===== src/rtl/restoring_div_8_if.sv =====
// Start/done handshake and operand/result bus for the iterative restoring divider.
interface restoring_div_8_if #(
    parameter int unsigned WIDTH = 8
);
    logic             start;
    logic [WIDTH-1:0] dividend;
    logic [WIDTH-1:0] divisor;
    logic             busy;
    logic             done;
    logic [WIDTH-1:0] quotient;
    logic [WIDTH-1:0] remainder;
    logic             div_by_zero;

    modport master (
        output start, dividend, divisor,
        input  busy, done, quotient, remainder, div_by_zero
    );

    modport slave (
        input  start, dividend, divisor,
        output busy, done, quotient, remainder, div_by_zero
    );
endinterface


===== src/rtl/restoring_div_8.sv =====
// Iterative unsigned restoring divider: one quotient bit per clock, with a
// WIDTH+1-bit trial subtract built from 4-bit borrow-lookahead groups.
module restoring_div_8 #(
    parameter int unsigned WIDTH = 8
) (
    input  logic               clk,
    input  logic               rst_n,
    restoring_div_8_if.slave   bus
);
    localparam int unsigned CW = $clog2(WIDTH);
    localparam int unsigned NG = WIDTH / 4;

    typedef enum logic [1:0] {IDLE, CALC, DONE} state_t;

    state_t           state_q, state_d;
    logic [CW-1:0]    cnt_q, cnt_d;
    logic [WIDTH-1:0] d_q, d_d;
    logic [WIDTH-1:0] v_q, v_d;
    logic [WIDTH:0]   r_q, r_d;
    logic [WIDTH-1:0] qs_q, qs_d;
    logic             zero_q, zero_d;
    logic             busy_q, busy_d;
    logic             done_q, done_d;
    logic [WIDTH-1:0] quot_q, quot_d;
    logic [WIDTH-1:0] rem_q, rem_d;
    logic             dz_q, dz_d;

    logic [WIDTH:0]   rs;
    logic [WIDTH:0]   t;
    logic [WIDTH:0]   r_iter;
    logic             qbit;
    logic             start_ok;

    // a - {0,b}; within a group borrows ripple, across groups they use group generate/propagate
    function automatic logic [WIDTH:0] trial_sub(input logic [WIDTH:0] a, input logic [WIDTH-1:0] b);
        logic [WIDTH:0] res;
        logic [3:0]     ax, bx, g, p;
        logic           bin, bg, gg, gp;
        res = '0;
        bin = 1'b0;
        for (int gi = 0; gi < NG; gi++) begin
            ax = a[gi*4 +: 4];
            bx = b[gi*4 +: 4];
            g  = ~ax & bx;
            p  = ~(ax ^ bx);
            bg = bin;
            for (int j = 0; j < 4; j++) begin
                res[gi*4 + j] = ax[j] ^ bx[j] ^ bg;
                bg            = g[j] | (p[j] & bg);
            end
            gg  = g[3] | (p[3] & g[2]) | (p[3] & p[2] & g[1]) | (p[3] & p[2] & p[1] & g[0]);
            gp  = &p;
            bin = gg | (gp & bin);
        end
        res[WIDTH] = a[WIDTH] ^ bin;
        return res;
    endfunction

    // One iteration: shift in next dividend bit, keep the difference if it did not borrow
    always_comb begin
        rs     = {r_q[WIDTH-1:0], d_q[WIDTH-1]};
        t      = trial_sub(rs, v_q);
        qbit   = ~t[WIDTH];
        r_iter = qbit ? t : rs;
    end

    assign start_ok = bus.start && (state_q != CALC);

    always_comb begin
        state_d = state_q;
        cnt_d   = cnt_q;
        d_d     = d_q;
        v_d     = v_q;
        r_d     = r_q;
        qs_d    = qs_q;
        zero_d  = zero_q;
        busy_d  = busy_q;
        done_d  = 1'b0;
        quot_d  = quot_q;
        rem_d   = rem_q;
        dz_d    = dz_q;
        unique case (state_q)
            CALC: begin
                if (zero_q) begin
                    // Zero divisor: a single pass-through cycle, no iterations
                    quot_d  = '1;
                    rem_d   = d_q;
                    dz_d    = 1'b1;
                    state_d = DONE;
                    busy_d  = 1'b0;
                    done_d  = 1'b1;
                end else begin
                    r_d  = r_iter;
                    qs_d = {qs_q[WIDTH-2:0], qbit};
                    d_d  = {d_q[WIDTH-2:0], 1'b0};
                    if (cnt_q == CW'(0)) begin
                        quot_d  = {qs_q[WIDTH-2:0], qbit};
                        rem_d   = r_iter[WIDTH-1:0];
                        dz_d    = 1'b0;
                        state_d = DONE;
                        busy_d  = 1'b0;
                        done_d  = 1'b1;
                    end else begin
                        cnt_d = cnt_q - CW'(1);
                    end
                end
            end
            default: begin
                if (start_ok) begin
                    d_d     = bus.dividend;
                    v_d     = bus.divisor;
                    r_d     = '0;
                    qs_d    = '0;
                    zero_d  = (bus.divisor == '0);
                    cnt_d   = (bus.divisor == '0) ? CW'(0) : CW'(WIDTH - 1);
                    state_d = CALC;
                    busy_d  = 1'b1;
                end else begin
                    state_d = IDLE;
                    busy_d  = 1'b0;
                end
            end
        endcase
    end

    always_ff @(posedge clk or negedge rst_n) begin
        if (!rst_n) begin
            state_q <= IDLE;
            cnt_q   <= '0;
            d_q     <= '0;
            v_q     <= '0;
            r_q     <= '0;
            qs_q    <= '0;
            zero_q  <= 1'b0;
            busy_q  <= 1'b0;
            done_q  <= 1'b0;
            quot_q  <= '0;
            rem_q   <= '0;
            dz_q    <= 1'b0;
        end else begin
            state_q <= state_d;
            cnt_q   <= cnt_d;
            d_q     <= d_d;
            v_q     <= v_d;
            r_q     <= r_d;
            qs_q    <= qs_d;
            zero_q  <= zero_d;
            busy_q  <= busy_d;
            done_q  <= done_d;
            quot_q  <= quot_d;
            rem_q   <= rem_d;
            dz_q    <= dz_d;
        end
    end

    assign bus.busy        = busy_q;
    assign bus.done        = done_q;
    assign bus.quotient    = quot_q;
    assign bus.remainder   = rem_q;
    assign bus.div_by_zero = dz_q;
endmodule


===== src/flat_wrapper.sv =====
// flat-port wrapper written by rule: the top's interface ports become plain ports
module restoring_div_8_flat 
#(
    parameter int unsigned WIDTH = 8
)
  (clk, rst_n, bus_start, bus_dividend, bus_divisor, bus_busy, bus_done, bus_quotient, bus_remainder, bus_div_by_zero);
  restoring_div_8_if #(.WIDTH(WIDTH)) bus_i ();
  input  logic clk;
  input  logic rst_n;
  input wire logic [$bits(bus_i.start)-1:0] bus_start;
  input wire logic [$bits(bus_i.dividend)-1:0] bus_dividend;
  input wire logic [$bits(bus_i.divisor)-1:0] bus_divisor;
  output wire logic [$bits(bus_i.busy)-1:0] bus_busy;
  output wire logic [$bits(bus_i.done)-1:0] bus_done;
  output wire logic [$bits(bus_i.quotient)-1:0] bus_quotient;
  output wire logic [$bits(bus_i.remainder)-1:0] bus_remainder;
  output wire logic [$bits(bus_i.div_by_zero)-1:0] bus_div_by_zero;
  assign bus_i.start = bus_start;
  assign bus_i.dividend = bus_dividend;
  assign bus_i.divisor = bus_divisor;
  assign bus_busy = bus_i.busy;
  assign bus_done = bus_i.done;
  assign bus_quotient = bus_i.quotient;
  assign bus_remainder = bus_i.remainder;
  assign bus_div_by_zero = bus_i.div_by_zero;
  restoring_div_8 #(.WIDTH(WIDTH)) u_core (.clk(clk), .rst_n(rst_n), .bus(bus_i));
endmodule

===== config.mk =====
export PLATFORM = sky130hd
export DESIGN_NAME = restoring_div_8_flat
export DESIGN_NICKNAME = d
export VERILOG_FILES = /design/src/rtl/restoring_div_8_if.sv /design/src/rtl/restoring_div_8.sv /design/src/flat_wrapper.sv
export SDC_FILE = /design/constraint.sdc
export NUM_CORES = 1
export LEC_CHECK = 0
export ABC_AREA = 1
export CAP_MARGIN = 20
export CORE_MARGIN = 2
export CORE_UTILIZATION = 50
export CTS_CLUSTER_DIAMETER = 100
export DETAILED_ROUTE_END_ITERATION = 8
export PLACE_DENSITY = 0.75
export SYNTH_ARGS = -nofsm -noshare
export SYNTH_HDL_FRONTEND = slang
export SYNTH_SLANG_ARGS = --single-unit

===== constraint.sdc =====
create_clock -name clk -period 2.5 [get_ports clk]
set_input_delay 0.625 -clock clk [delete_from_list [all_inputs] [get_ports clk]]
set_output_delay 0.625 -clock clk [all_outputs]
set_load 0.1 [all_outputs]

* After elaboration in Yosys (flattened, before gate mapping)
Cells that the tools add are included.
Operators by class: add/subtract/negate cells 1, multiply operators 0, div/mod/pow operators 0, magnitude comparators 0, equal/unequal tests 5, shift-type cells 0, multiplexer cells 31, bitwise gates (word level) 54, reductions and logical operators 10
Operator list (count):
- $mux W8 | 11
- $mux W7 | 3
- $and A1 B1 Y1 | 16
- $not A4 Y4 | 4
- $xor A1 B1 Y1 | 16
- $mux W3 | 5
- $or A1 B1 Y1 | 12
- $mux W1 | 9
- $and A4 B4 Y4 | 2
- $logic_not A8 Y1 | 1
- $xor A4 B4 Y4 | 2
- $mux W2 | 3
- $reduce_and A2 Y1 | 3
- $ne A2 B2 Y1 const B | 2
- $reduce_and A4 Y1 | 1
- $reduce_bool A2 Y1 | 2
- $logic_not A3 Y1 | 1
- $ne A3 B1 Y1 const B | 1
- $reduce_and A3 Y1 | 1
- $sub A3 B1 Y3 const B | 1
- $eq A2 B1 Y1 const B | 1
- $ne A2 B1 Y1 const B | 1
- $not A1 Y1 | 2
- $logic_and A1 B1 Y1 | 1
Word-level totals: register bits after elaboration 56, bits in latches 0, bits in writable memories 0, ROM bits 0, input bits 19, memories kept 0

* Logic depth before layout (Yosys ltp)
word-level depth 16, gate-level depth with buffers 15, depth with buffers taken out 15

* Least setup slack after synthesis
Ideal clock, no wire load.
path type flip-flop to flip-flop, start register u_core.r_q[2], end register u_core.rem_q[7], in the netlist u_core.bus.remainder[7], setup time 74 ps, data arrival time 2527 ps, path slack -102 ps, stages on the path, launching flop included 16, buffers on the path 0, path through dfrtp_1 -> inv_1 -> ha_1 -> nand2_1 -> inv_1 -> nand2_1 -> nand2_2 -> inv_1 -> fa_1 -> inv_1 -> fa_1 -> fa_1 -> xor2_1 -> nand3_1 -> nand3_2 -> a21oi_2
Between the ends: word-level cells in the longest chain between the ends 16, elaborated cells on any way between the ends 25, those cells by class mux (3); bitwise (22)
RTL lines:
- start, declared | line restoring_div_8.sv:19 | logic [WIDTH:0] r_q, r_d;
- start signal, assigned | line restoring_div_8.sv:145 | r_q <= r_d;
- $xor A4 B4 Y4 | line restoring_div_8.sv:45 | p = ~(ax ^ bx);
- $not A4 Y4 | line restoring_div_8.sv:45
- $and A1 B1 Y1 | line restoring_div_8.sv:51 | gg = g[3] | (p[3] & g[2]) | (p[3] & p[2] & g[1]) | (p[3] & p[2] & p[1] & g[0]);
- $or A1 B1 Y1 or $and A1 B1 Y1 (tied branches) (2 in series) | line restoring_div_8.sv:51
- $or A1 B1 Y1 (*) | line restoring_div_8.sv:51
- $and A1 B1 Y1 | line restoring_div_8.sv:49 | bg = g[j] | (p[j] & bg);
- $or A1 B1 Y1 | line restoring_div_8.sv:49
- $and A1 B1 Y1 | line restoring_div_8.sv:49
- $or A1 B1 Y1 | line restoring_div_8.sv:49
- $and A1 B1 Y1 | line restoring_div_8.sv:49
- $or A1 B1 Y1 | line restoring_div_8.sv:49
- $xor A1 B1 Y1 | line restoring_div_8.sv:48 | res[gi*4 + j] = ax[j] ^ bx[j] ^ bg;
- $mux W8 (*) | line restoring_div_8.sv:64 | r_iter = qbit ? t : rs;
- $mux W8 (*) | line restoring_div_8.sv:96 | if (cnt_q == CW'(0)) begin
- $mux W8 (*) | line restoring_div_8.sv:84 | if (zero_q) begin
- end signal, assigned | line restoring_div_8.sv:151 | rem_q <= rem_d;
- end, declared | line restoring_div_8.sv:25 | logic [WIDTH-1:0] rem_q, rem_d;
Every way passes the cells marked *; elsewhere a longest branch is shown, timed or not. The select of a mux whose other input is x is not followed. A chain may end at the register's enable or synchronous reset.

* Worst setup path after layout
start register u_core.v_q[2], end register u_core.rem_q[7], in the netlist u_core.bus.remainder[7]
Between the ends: word-level cells in the longest chain between the ends 16, elaborated cells on any way between the ends 24, those cells by class mux (3); bitwise (21)
RTL lines:
- start, declared | line restoring_div_8.sv:18 | logic [WIDTH-1:0] v_q, v_d;
- start signal, assigned | line restoring_div_8.sv:144 | v_q <= v_d;
- $xor A4 B4 Y4 | line restoring_div_8.sv:45
- $not A4 Y4 | line restoring_div_8.sv:45
- $and A1 B1 Y1 (2 in series) | line restoring_div_8.sv:51
- $or A1 B1 Y1 or $and A1 B1 Y1 (tied branches) | line restoring_div_8.sv:51
- $or A1 B1 Y1 (*) | line restoring_div_8.sv:51
- $and A1 B1 Y1 | line restoring_div_8.sv:49
- $or A1 B1 Y1 | line restoring_div_8.sv:49
- $and A1 B1 Y1 | line restoring_div_8.sv:49
- $or A1 B1 Y1 | line restoring_div_8.sv:49
- $and A1 B1 Y1 | line restoring_div_8.sv:49
- $or A1 B1 Y1 | line restoring_div_8.sv:49
- $xor A1 B1 Y1 | line restoring_div_8.sv:48
- $mux W8 (*) | line restoring_div_8.sv:64
- $mux W8 (*) | line restoring_div_8.sv:96
- $mux W8 (*) | line restoring_div_8.sv:84
Marks and branches as above.

==> metrics.txt <==
run status finished, final reports clean; fraction of final layout cells with drive strength greater than 1 0.270; total buffers and inverters traversed by the critical path 3; nature of the critical path endpoint register; r2r setup slk 0.08 ns; ys flop type sky130_fd_sc_hd__dfrtp_1; final count of negative-setup-slack endpoints 0; Worst-Skew Late Latency 0.31 ns; number of hold buffers added after cts 0; Inserted Diodes 0; Core Footprint 5510 µm²; buffers inserted during post-CTS setup optimization 0; final global-route overflow total 0; fin nets 388; top achievable clock speed 414 MHz; horizontal die dimension 79.7 µm; via total after detailed routing 2,221; most used cells in the layout excluding fill and tap cells sky130_fd_sc_hd__dfrtp_1 (55), sky130_fd_sc_hd__nand2_1 (54), sky130_fd_sc_hd__inv_1 (36); CTS tree done; Layout fillers 494; per-cell via count in the routed design 5.20; Yosys warning count 0; number of enable flip-flop cells after synthesis 0; count of buffers from port buffering 37; headroom to the max-slew limit 0.547; post-detailed-placement half-perimeter wirelength 4360 µm; crit path kind register to register; starting density of the core 0.521; arrival time of data at the critical path endpoint 2.66 ns; crit-path cells ha_1, nand2_1, inv_1, nand2_1, nand2_2, inv_2, fa_2, inv_2, fa_2, fa_2, xor2_1, nand3_1, nand3_2, a21oi_2; critical-path maximum fanout 2; standard-cell rows 27; initial detailed-routing violation count 237; FF/Latch Area 1380 µm²; Post-Route WL 5910 µm; Routed wire per std cell 13.9 µm; cell depth of the worst flop-to-flop path 14; kind of launch point of the worst setup path register; most common cell after layout, fill and taps aside sky130_fd_sc_hd__dfrtp_1; maximum number of pins on one net before global-route repair 56; number of sinks handled by clock tree synthesis 55; clock transition at the register clock pins on the worst setup and hold paths after CTS 0.10 ns; setup repair after global routing missed its margin yes; antenna violations before repair 0; syn nets 344; number of register bits inferred by synthesis 55; Top cell by count, worst path sky130_fd_sc_hd__fa_2; clock tree root buffer cell sky130_fd_sc_hd__clkbuf_8; sequential cell area fraction in the yosys report 0.480; average footprint of a synthesized cell 9.25 µm²; via count of the first global-routing pass 2,175; reported max-cap violation count 0; boundary pin count 38; worst slew pin tran 0.680 ns; Fin Clk Skew 0.00667 ns; Max Slew Vio Count 0; Crit Reg-Reg Startpoint u_core.v_q[2]$_DFFE_PN0P_; Worst path slowest cell sky130_fd_sc_hd__dfrtp_1; maximum buffer depth of the clock tree 2; layout overhead on the synthesized area 19.6%; number of hold-slack violations in the final timing report 0; RD Place Congestion 0.828; H-tree lvl count 2; clock buffers created by TritonCTS 5; combined area of the multi-input logic cells 1300 µm²; proportion of register bits with asynchronous set or reset after synthesis 1.00; ratio of final minimum period to clock period 0.967; DR DRC count 0; area of the die 6360 µm²; post-route ant nets 0; Worst Hold Class primary input to async pin; Worst R2R End u_core.bus.remainder[7]$_DFFE_PN0P_; Syn Inst Count 310; final critical delay including setup and external delays 2.42 ns; count of placed standard cells in the final layout, fillers left out 427; combined area of all synthesized cells 2870 µm²; All-Layer GR Usage 0.205; dominant delay contributor by cell family on the critical path adder cells; count of TritonRoute iterations in the first routing pass 5; number of instances in the placed design 419; required time at the endpoint of the critical path 2.74 ns; global-route wire length before repair 10,300 µm; highest cell delay on the worst timing path 0.41 ns; DIE HEIGHT 79.7 µm; Cell variety after synth 34
-- metal layers --
metal,share of wire,wire (µm),global-route usage,up-vias
li1,-,-,-,1104
met4,0.0086,51,0.0492,0
met2,0.49,2890,0.329,47
met3,0.037,220,0.0271,4
met1,0.46,2750,0.297,1066
met5,0,0,0,-
-- synthesized netlist by cell type, types with 2 or more instances --
master,count,share of area
sky130_fd_sc_hd__dfrtp_1,55,0.48
sky130_fd_sc_hd__nand2_1,54,0.071
sky130_fd_sc_hd__inv_1,41,0.054
sky130_fd_sc_hd__nand3_1,20,0.035
sky130_fd_sc_hd__nor2_1,17,0.022
sky130_fd_sc_hd__o21ai_0,12,0.021
sky130_fd_sc_hd__a21oi_1,10,0.017
sky130_fd_sc_hd__ha_1,10,0.044
sky130_fd_sc_hd__nand3_2,9,0.031
sky130_fd_sc_hd__a21oi_2,8,0.024
sky130_fd_sc_hd__a31oi_1,7,0.015
sky130_fd_sc_hd__o211ai_1,7,0.018
sky130_fd_sc_hd__inv_2,6,0.0079
sky130_fd_sc_hd__o21ai_2,6,0.018
sky130_fd_sc_hd__o22ai_1,6,0.013
sky130_fd_sc_hd__buf_2,5,0.0087
sky130_fd_sc_hd__fa_1,5,0.035
sky130_fd_sc_hd__nand2_2,5,0.011
sky130_fd_sc_hd__nor2_2,4,0.0087
sky130_fd_sc_hd__o21ai_1,4,0.0070
sky130_fd_sc_hd__nand2_4,3,0.012
sky130_fd_sc_hd__a22oi_1,2,0.0052
sky130_fd_sc_hd__clkbuf_1,2,0.0026
sky130_fd_sc_hd__nor2_4,2,0.0079
-- cells by family (layout without fill, tap and decap cells) --
| group | count (synthesis) | after routing | share of synthesized area |
|---|---|---|---|
| DFF | 55 | 55 | 0.480 |
| and+or+nand+nor | 118 | 118 | 0.211 |
| AOI/OAI and AO/OA | 63 | 63 | 0.143 |
| adders and majority gates | 15 | 15 | 0.0785 |
| xor gates and xnor gates | 2 | 2 | 0.00611 |
| buffers and inverters | 57 | 102 | 0.0816 |
-- per-stage QoR --
stage	TNS, ns	cell area [µm²]	hold slack, ns	util	worst slack, ns
after floorplan	0	2890	0.329	-	0.0182
after global placement	-0.0256	3310	0.456	0.601	-0.0159
after detailed placement	-0.171	3310	0.460	0.601	-0.0498
after CTS	0	3400	0.460	0.618	0.0464
after global routing	-0.0501	3430	0.477	0.623	-0.0202
final	0	3430	0.420	0.623	0.0832
-- worst max path at each step --
| stage | to | depth (start not counted) | from | slack, ns |
|---|---|---|---|---|
| finish | u_core.bus.remainder[7]$_DFFE_PN0P_ | 14 | u_core.v_q[2]$_DFFE_PN0P_ | 0.08 |
| global route | u_core.bus.remainder[7]$_DFFE_PN0P_ | 14 | u_core.v_q[2]$_DFFE_PN0P_ | -0.02 |
| CTS | u_core.bus.remainder[7]$_DFFE_PN0P_ | 15 | u_core.r_q[0]$_DFFE_PN0P_ | 0.05 |
| detailed placement | u_core.r_q[6]$_DFFE_PN0P_ | 14 | u_core.r_q[2]$_DFFE_PN0P_ | -0.05 |
| global placement | u_core.bus.remainder[7]$_DFFE_PN0P_ | 15 | u_core.r_q[2]$_DFFE_PN0P_ | -0.02 |
| floorplan | u_core.bus.remainder[7]$_DFFE_PN0P_ | 15 | u_core.r_q[1]$_DFFE_PN0P_ | 0.02 |
-- registers in the layout, summed over array words and instances, names as in the netlist --
name,flops
u_core.bus.div_by_zero,1
u_core.cnt_q,3
u_core.bus.remainder,8
u_core.d_q,8
u_core.v_q,8
u_core.zero_q,1
u_core.qs_q,7
u_core.r_q,8
u_core.bus.quotient,8
u_core.state_q,2
u_core.bus.done,1
-- area by class of cell --
class	instances	share of cell area
clock buffer	5	0.0201
clock inverter	3	0.00693
inverter	48	0.0533
multi-input combinational	198	0.380
sequential	55	0.401
tap	72	0.0263
timing repair buffer	46	0.112
-- what timing repair did --
action,4_1_cts,5_1_grt
endpoints found under the hold margin,0,0
endpoints found under the setup margin,4,4
resized for setup,3,7
pin swaps,4,2
-- worst register-to-register path, stage by stage (launching register included) --
cell	delay, ns
sky130_fd_sc_hd__dfrtp_1	0.41
sky130_fd_sc_hd__ha_1	0.30
sky130_fd_sc_hd__nand2_1	0.06
sky130_fd_sc_hd__inv_1	0.03
sky130_fd_sc_hd__nand2_1	0.06
sky130_fd_sc_hd__nand2_2	0.05
sky130_fd_sc_hd__inv_2	0.06
sky130_fd_sc_hd__fa_2	0.20
sky130_fd_sc_hd__inv_2	0.04
sky130_fd_sc_hd__fa_2	0.33
sky130_fd_sc_hd__fa_2	0.34
sky130_fd_sc_hd__xor2_1	0.16
sky130_fd_sc_hd__nand3_1	0.08
sky130_fd_sc_hd__nand3_2	0.09
sky130_fd_sc_hd__a21oi_2	0.12
Power is not shown: default switching activity piles up to over one toggle a cycle in this logic, so the estimate is an artifact.
